===== config.mk =====
export PLATFORM = sky130hd
export DESIGN_NAME = serial_subtractor4
export DESIGN_NICKNAME = d
export VERILOG_FILES = /design/src/rtl/serial_subtractor4.sv
export SDC_FILE = /design/constraint.sdc
export NUM_CORES = 1
export LEC_CHECK = 0
export ABC_AREA = 1
export BUFFER_PORTS_ARGS = -buffer_cell sky130_fd_sc_hd__buf_2
export CORE_ASPECT_RATIO = 0.9
export CORE_MARGIN = 10
export CORE_UTILIZATION = 57
export CTS_BUF_LIST = sky130_fd_sc_hd__clkbuf_8
export DETAILED_ROUTE_END_ITERATION = 8
export PLACE_DENSITY = 0.81
export SKIP_CTS_REPAIR_TIMING = 1
export SYNTH_ARGS = -nofsm -noshare
export SYNTH_HDL_FRONTEND = slang
export SYNTH_SLANG_ARGS = --single-unit

===== constraint.sdc =====
create_clock -name clk -period 1.5 [get_ports clk]
set_input_delay 0.3 -clock clk [delete_from_list [all_inputs] [get_ports clk]]
set_output_delay 0.3 -clock clk [all_outputs]
set_load 0.01 [all_outputs]

===== src/rtl/serial_subtractor4.sv =====
// rtl/serial_subtractor4.sv - 4-bit bit-serial subtractor with borrow chaining and signed overflow

// One-bit full subtractor: x - y - bi -> diff with borrow-out bo.
module serial_subtractor4_fs (
  input  logic x,
  input  logic y,
  input  logic bi,
  output logic diff,
  output logic bo
);

  // Borrow is generated when y exceeds x, or propagated when x == y.
  always_comb begin
    diff = x ^ y ^ bi;
    bo   = (~x & y) | (~(x ^ y) & bi);
  end

endmodule

// Computes {bout,d} = a - b - bin one bit per clock, LSB first.
// start in IDLE captures the operands; four SHIFT cycles follow; DONE
// presents the one-cycle done pulse and then returns to IDLE.
module serial_subtractor4 (
  input  logic       clk,
  input  logic       reset,
  input  logic       start,
  input  logic [3:0] a,
  input  logic [3:0] b,
  input  logic       bin,
  output logic [3:0] d,
  output logic       bout,
  output logic       ovf,
  output logic       busy,
  output logic       done
);

  typedef enum logic [1:0] {
    IDLE  = 2'd0,
    SHIFT = 2'd1,
    DONE  = 2'd2
  } state_t;

  state_t     state;

  // Operand shift registers; bit 0 is the bit being processed this cycle.
  logic [3:0] a_sr;
  logic [3:0] b_sr;

  // Difference bits 0..2 collect here MSB-first so that on the final bit
  // the full result is {bit3_diff, diff_sr} with no further shifting.
  logic [2:0] diff_sr;

  // Single borrow flop carried between bit cycles.
  logic       br;

  // Bit index; wrapping 3 -> 0 marks the last bit.
  logic [1:0] cnt;

  logic       bit_diff;
  logic       bit_bo;
  logic       last_bit;

  serial_subtractor4_fs u_fs (
    .x    (a_sr[0]),
    .y    (b_sr[0]),
    .bi   (br),
    .diff (bit_diff),
    .bo   (bit_bo)
  );

  // The final bit is the one where the counter is about to wrap.
  always_comb begin
    last_bit = (cnt == 2'd3);
  end

  // Control FSM, datapath shifting and registered outputs in one process so
  // that d/bout/ovf can only change on the DONE-entry edge.
  always_ff @(posedge clk or posedge reset) begin
    if (reset) begin
      state   <= IDLE;
      a_sr    <= 4'd0;
      b_sr    <= 4'd0;
      diff_sr <= 3'd0;
      br      <= 1'b0;
      cnt     <= 2'd0;
      d       <= 4'd0;
      bout    <= 1'b0;
      ovf     <= 1'b0;
      busy    <= 1'b0;
      done    <= 1'b0;
    end else begin
      case (state)
        IDLE: begin
          done <= 1'b0;
          if (start) begin
            a_sr    <= a;
            b_sr    <= b;
            br      <= bin;
            cnt     <= 2'd0;
            diff_sr <= 3'd0;
            busy    <= 1'b1;
            state   <= SHIFT;
          end
        end

        SHIFT: begin
          a_sr    <= {1'b0, a_sr[3:1]};
          b_sr    <= {1'b0, b_sr[3:1]};
          br      <= bit_bo;
          diff_sr <= {bit_diff, diff_sr[2:1]};
          cnt     <= cnt + 2'd1;
          if (last_bit) begin
            // a_sr[0]/b_sr[0] hold the latched sign bits on this cycle.
            d     <= {bit_diff, diff_sr};
            bout  <= bit_bo;
            ovf   <= (a_sr[0] ^ b_sr[0]) & (bit_diff ^ a_sr[0]);
            done  <= 1'b1;
            state <= DONE;
          end
        end

        DONE: begin
          done  <= 1'b0;
          busy  <= 1'b0;
          state <= IDLE;
        end

        default: begin
          done  <= 1'b0;
          busy  <= 1'b0;
          state <= IDLE;
        end
      endcase
    end
  end

endmodule

==> results of run 1 <==
-- layer usage --
layer / vias to the layer above / global-route usage, % / wire, µm
met5: - / 0 / 0
met3: 2 / 3.89 / 144
met4: 0 / 2.26 / 17
met1: 421 / 12.8 / 932
met2: 24 / 16.9 / 1010
li1: 436 / - / -
-- where the power goes --
group          total [mW]  internal, mW  switching, mW
Combinational        1.41         0.553          0.858
Sequential           1.12         0.943          0.173
Clock               0.425         0.234          0.191
-- how the worst min path moves through the flow --
stage / to / slack [ns] / cells past startpoint
after floorplan: a_sr[0] / 0.31 / 1
after global placement: d[0] / 0.36 / 3
after detailed placement: d[0] / 0.36 / 3
after CTS: d[0] / 0.07 / 3
after global routing: d[0] / 0.11 / 3
final: d[0] / 0.07 / 3
-- logic make-up after synthesis --
kind of cell    count (synthesis)  share of synthesized area [%]
flops                          24                           50.0
compound gates                 12                           8.75
simple gates                   62                           26.4
fa+ha+maj                       3                           3.75
buf+inv                        25                           11.1
-- layout make-up --
cell class,count,area [µm²],area share [%]
clock buffer,4,55.1,4.10
multi-input combinational,77,467,34.8
timing repair buffer,21,110,8.21
inverter,20,77.6,5.78
tap,25,31.3,2.33
sequential,24,601,44.8
-- per-stage QoR --
step | area [µm²] | util [%] | setup slack [ns]
6_report | 1340 | 68.7 | 0.176
5_1_grt | 1340 | 68.7 | 0.0342
4_1_cts | 1340 | 68.7 | 0.176
3_5_place_dp | 1290 | 65.9 | 0.187
3_3_place_gp | 1290 | 65.9 | 0.232
2_1_floorplan | 1200 | - | 0.247
-- cell usage in the layout, fill, tap and decap left out --
| cell | instances |
|---|---|
| nand2_1 | 28 |
| dfrtp_1 | 24 |
| nand3_1 | 19 |
| buf_2 | 19 |
| inv_1 | 18 |
| nor2_1 | 6 |
| o21ai_2 | 5 |
| clkbuf_8 | 4 |
| nand3b_1 | 3 |
| o22ai_2 | 3 |
| o21ai_0 | 3 |
| nand2_4 | 2 |
| nor2_4 | 2 |
| ha_1 | 2 |
| buf_4 | 2 |
| inv_4 | 1 |
| inv_2 | 1 |
| nand2_8 | 1 |
| nand4_1 | 1 |
| a21oi_2 | 1 |
| fa_1 | 1 |
-- flip-flops by register name, indices dropped and copies added, names as in the netlist --
name / count
br: 1
busy: 1
d: 4
bout: 1
done: 1
b_sr: 4
a_sr: 4
state: 2
diff_sr: 3
cnt: 2
ovf: 1
-- worst reg2reg max path: stages, from the launching register on --
cell     delay (ns)
dfrtp_1        0.38
inv_1          0.07
fa_1           0.50
nor2_1         0.12
nor2_1         0.04
nand3_1        0.07
nand2_1        0.04
==> flow_metrics.env, run 1 <==
export IMPL_final_antenna_net_count=0
export IMPL_pin_count=20
export IMPL_nNetsFinal=162
export IMPL_synth_common_cells="nand2_1 (28), dfrtp_1 (24), nand3_1 (19)"
export IMPL_reg2reg_to="ovf"
export IMPL_setup_viol=0
export IMPL_fin_crit_sh_pct=88.3
export IMPL_hold_slack_ns=0.0673
export IMPL_drv_slew=0
export IMPL_final_min_clock_period_ns=1.32
export IMPL_async_flop_share_pct=100
export IMPL_grt_max_degree=25
export IMPL_r2r_start="b_sr[0]"
export IMPL_crit_buf_inv=1
export IMPL_synth_flop_cell="dfrtp_1"
export IMPL_die_h_um=63.6
export IMPL_synth_warnings=0
export IMPL_worst_path_most_repeated_cell="nor2_1"
export IMPL_fmax_mhz=755
export IMPL_insertion_delay_ns=0.26
export IMPL_drcViolationCount=0
export IMPL_total_power_mw=2.95
export IMPL_cp_cell_sequence="inv_1 -> fa_1 -> nor2_1 -> nor2_1 -> nand3_1 -> nand2_1"
export IMPL_yosysTopAreaCell="dfrtp_1"
export IMPL_ys_seq_area_share_pct=50.0
export IMPL_path_clk_slew_ns=0.08
export IMPL_start_util_pct=61.5
export IMPL_drv_cap=0
export IMPL_rrSetupSlack_ns=0.18
export IMPL_reg2reg_depth=6
export IMPL_syn_area_mm2=0.00120
export IMPL_crit_type="flip-flop to flip-flop"
export IMPL_synth_top_area_share_pct=50.0
export IMPL_grt_pass1_vias=824
export IMPL_ctsLongestPathBuffers=2
export IMPL_status="finished, final reports clean"
export IMPL_cts_root_buf="clkbuf_8"
export IMPL_vias_per_cell=5.16
export IMPL_grt_overflow=0
export IMPL_syn_area_per_cell_um2=9.53
export IMPL_antenna_found_initial=0
export IMPL_drive_above_1_share_pct=28.1
export IMPL_hp_class="input port to async pin"
export IMPL_n_antenna_cell=0
export IMPL_p_leak_nw=0.710
export IMPL_setup_tns_ns=0
export IMPL_relSlewSlack_pct=70.9
export IMPL_synth_edff_count=0
export IMPL_cp_top_family="adder cells"
export IMPL_cts_sinks=24
export IMPL_grt_pass1_wl_um=3700
export IMPL_start_kind="flip-flop"
export IMPL_syn_instance_count=126
export IMPL_yosys_top_cells_area="dfrtp_1 (50%), nand2_1 (8.8%), nand3_1 (7.9%)"
export IMPL_end_kind="flip-flop"
export IMPL_area_growth_syn_to_layout_pct=11.7
export IMPL_fp_dieW_um=68.4
export IMPL_wl_um=2100
export IMPL_rsz0062_at_grt="no"
export IMPL_crit_cells=6
export IMPL_critical_path_slowest_cell="fa_1"
export IMPL_hpwl_um=1540
export IMPL_grt_usage_pct=10.5
export IMPL_worstMarginPinSlew_ns=0.435
export IMPL_fillers=168
export IMPL_cpPeakStageDelay_ns=0.50
export IMPL_place_gp_congestion=0.739
export IMPL_core_area_mm2=0.00195
export IMPL_dieArea_mm2=0.00435
export IMPL_final_cell_count_no_fill=171
export IMPL_ys_ff_latch=24
export IMPL_cp_max_fo=3
export IMPL_synth_nets=141
export IMPL_wl_per_cell_um=12.3
export IMPL_worstPathRequired_ns=1.66
export IMPL_tritoncts="built"
export IMPL_crit_path_end="ovf"
export IMPL_cts_htree_levels=1
export IMPL_drtIter0Drc=21
export IMPL_cts_buffers=3
export IMPL_ir_drop_mv=1.24
export IMPL_fin_skew_ns=0.00126
export IMPL_power_density_mw_per_mm2=2200
export IMPL_crit_arrival_ns=1.48
export IMPL_hold_viol=0
export IMPL_synthDistinctLibCells=19
export IMPL_route_vias_total=883
export IMPL_io_buffers=19
export IMPL_rows=15
export IMPL_drt_pass1_iterations=4
export IMPL_placed_cells=167
export IMPL_yosys_cell_count_top_type="nand2_1"
export IMPL_crit_start="b_sr[0]"
No activity file was read; power rests on OpenSTA's default activity.
==> inputs of run 2 (changes only) <==
--- a/config.mk
+++ b/config.mk
@@ -16,4 +16,5 @@
 export SKIP_CTS_REPAIR_TIMING = 1
 export SYNTH_ARGS = -nofsm -noshare
 export SYNTH_HDL_FRONTEND = slang
+export SYNTH_HIERARCHICAL = 1
 export SYNTH_SLANG_ARGS = --single-unit
==> run 2 against run 1 <==
  * Count of clock-buffer cells in the layout stayed put
  * Critical path type unchanged
  * Cell count is 7.6% higher
  * Utilization is 0.96 points higher
  * Critical path depth stayed put
  * Area after synthesis is 1.6% lower
  * Largest cell class unchanged
  * Worst hold slack worse by 0.0020 ns
  * Setup slack worse by 0.065 ns
  * Wire length is 7.7% higher
  * Sequential power hardly changed
  * Cell area is 1.4% higher
  * Combinational power hardly changed
==> flow_metrics.env, run 2 <==
export IMPL_grt_pass1_vias=941
export IMPL_total_power_mw=2.99
export IMPL_final_antenna_net_count=0
export IMPL_drive_above_1_share_pct=27.7
export IMPL_yosys_top_cells_area="dfrtp_1 (51%), nand2_1 (11%), nand3_1 (10%)"
export IMPL_synth_top_area_share_pct=50.8
export IMPL_drv_cap=0
export IMPL_synth_common_cells="nand2_1 (34), dfrtp_1 (24), inv_1 (24), nand3_1 (24), o21ai_2 (8)"
export IMPL_start_kind="flip-flop"
export IMPL_wl_per_cell_um=12.3
export IMPL_worst_path_most_repeated_cell="nand2_1"
export IMPL_hold_viol=0
export IMPL_antenna_found_initial=0
export IMPL_drtIter0Drc=36
export IMPL_ys_ff_latch=24
export IMPL_synth_warnings=6
export IMPL_reg_top3="a_sr (4), b_sr (4), d (4)"
export IMPL_async_flop_share_pct=100
export IMPL_cp_max_fo=4
export IMPL_synth_edff_count=0
export IMPL_drt_pass1_iterations=4
export IMPL_synth_nets=149
export IMPL_syn_area_mm2=0.00118
export IMPL_insertion_delay_ns=0.26
export IMPL_yosysTopAreaCell="dfrtp_1"
export IMPL_core_area_mm2=0.00195
export IMPL_cp_cell_sequence="fa_1 -> inv_1 -> nand3_1 -> nand2_1 -> nand2_1 -> nand2_1"
export IMPL_crit_buf_inv=1
export IMPL_rsz0062_at_grt="no"
export IMPL_ctsLongestPathBuffers=2
export IMPL_fp_dieW_um=68.0
export IMPL_power_density_mw_per_mm2=2200
export IMPL_crit_type="flip-flop to flip-flop"
export IMPL_final_min_clock_period_ns=1.39
export IMPL_synthDistinctLibCells=17
export IMPL_grt_max_degree=25
export IMPL_die_h_um=63.2
export IMPL_dieArea_mm2=0.00430
export IMPL_layout_cells_most_common_list="nand2_1 (34), inv_1 (24), nand3_1 (24), dfrtp_1 (24), buf_2 (19)"
export IMPL_cp_top_family="adder cells"
export IMPL_critical_path_slowest_cell="fa_1"
export IMPL_status="finished, final reports clean"
export IMPL_nNetsFinal=174
export IMPL_hp_class="input port to async pin"
export IMPL_reg2reg_depth=6
export IMPL_end_kind="flip-flop"
export IMPL_grt_overflow=0
export IMPL_drcViolationCount=0
export IMPL_ir_drop_mv=1.32
export IMPL_r2r_start="a_sr[0]"
export IMPL_final_cell_count_no_fill=184
export IMPL_tritoncts="built"
export IMPL_setup_tns_ns=0
export IMPL_cts_buffers=3
export IMPL_crit_arrival_ns=1.55
export IMPL_rrSetupSlack_ns=0.11
export IMPL_n_antenna_cell=0
export IMPL_reg2reg_to="ovf"
export IMPL_ys_seq_area_share_pct=50.8
export IMPL_vias_per_cell=4.95
export IMPL_hpwl_um=1700
export IMPL_cpPeakStageDelay_ns=0.57
export IMPL_path_clk_slew_ns=0.08
export IMPL_rows=15
export IMPL_cts_sinks=24
export IMPL_syn_area_per_cell_um2=8.76
export IMPL_io_buffers=19
export IMPL_drv_slew=0
export IMPL_cts_root_buf="clkbuf_8"
export IMPL_fmax_mhz=720
export IMPL_grt_pass1_wl_um=3970
export IMPL_final_common_cell="nand2_1"
export IMPL_area_growth_syn_to_layout_pct=15.0
export IMPL_worstMarginPinSlew_ns=0.310
export IMPL_grt_usage_pct=11.5
export IMPL_syn_instance_count=135
export IMPL_fin_crit_sh_pct=92.6
export IMPL_p_leak_nw=0.760
export IMPL_fin_skew_ns=0.00104
export IMPL_setup_viol=0
export IMPL_placed_cells=179
export IMPL_start_util_pct=60.6
export IMPL_worstPathRequired_ns=1.66
export IMPL_synth_flop_cell="dfrtp_1"
export IMPL_wl_um=2270
export IMPL_place_gp_congestion=0.759
export IMPL_yosys_cell_count_top_type="nand2_1"
export IMPL_pin_count=20
export IMPL_relSlewSlack_pct=79.4
export IMPL_cts_htree_levels=1
export IMPL_route_vias_total=910
run 2: cell types whose count changed after synthesis, sizes merged, moves of 3 or more:
| cell | delta |
|---|---|
| nand2 | +5 |
| o22ai | -3 |
| inv | +6 |
| nand3 | +5 |
| nand3b | -3 |
run 2: kinds of logic after synthesis:
logic type,Yosys count,synth area share [%]
AOI/OAI and AO/OA,11,7.51
DFF,24,50.8
buffers and inverters,31,12.8
and+or+nand+nor,67,26.1
adders and majority gates,2,2.75
run 2: layer usage:
| layer | part of all wire [%] | routed length, µm | GRT usage, % | up-vias |
|---|---|---|---|---|
| li1 | - | - | - | 468 |
| met1 | 44 | 1000 | 13.5 | 413 |
| met2 | 47 | 1060 | 18.7 | 27 |
| met3 | 8.4 | 191 | 5.12 | 2 |
| met4 | 0.53 | 12 | 2.51 | 0 |
| met5 | 0 | 0 | 0 | - |
run 2: metrics by stage:
| stage | util, % | hold WS, ns | cell area (µm²) | setup WS (ns) |
|---|---|---|---|---|
| final | 69.7 | 0.0653 | 1360 | 0.111 |
| after floorplan | - | 0.315 | 1180 | 0.157 |
| after global routing | 69.7 | 0.100 | 1360 | 0.0427 |
| after detailed placement | 66.5 | 0.358 | 1300 | 0.0747 |
| after CTS | 69.3 | 0.0725 | 1350 | 0.0574 |
| after global placement | 66.5 | 0.353 | 1300 | 0.138 |
run 2: worst max path at each step:
stage | startpoint | to | slack, ns | depth (start not counted)
final | a_sr[0] | ovf | 0.11 | 6
after global routing | br | ovf | 0.04 | 7
after global placement | b_sr[0] | ovf | 0.14 | 7
after floorplan | b_sr[0] | ovf | 0.16 | 7
after detailed placement | b_sr[0] | ovf | 0.07 | 7
after CTS | b_sr[0] | ovf | 0.06 | 7
run 2: power by group:
group	internal (mW)	leakage, nW	switching, mW	total (mW)
logic	0.564	0.429	0.854	1.42
clock network	0.234	0.0288	0.200	0.435
registers	0.942	0.301	0.198	1.14
total	1.74	0.760	1.25	2.99
run 2: final cells by class:
type | count | area [µm²]
Inverter | 26 | 103
Tap cell | 25 | 31.3
Multi-Input combinational cell | 80 | 430
Fill cell | 166 | 592
Timing Repair Buffer | 25 | 140
Clock buffer | 4 | 55.1
Sequential cell | 24 | 601
run 2: worst register-to-register path, stage by stage, from the launching register on:
cell and delay (ns):
dfrtp_1 0.43, fa_1 0.57, inv_1 0.08, nand3_1 0.07, nand2_1 0.05, nand2_1 0.05
nand2_1 0.04
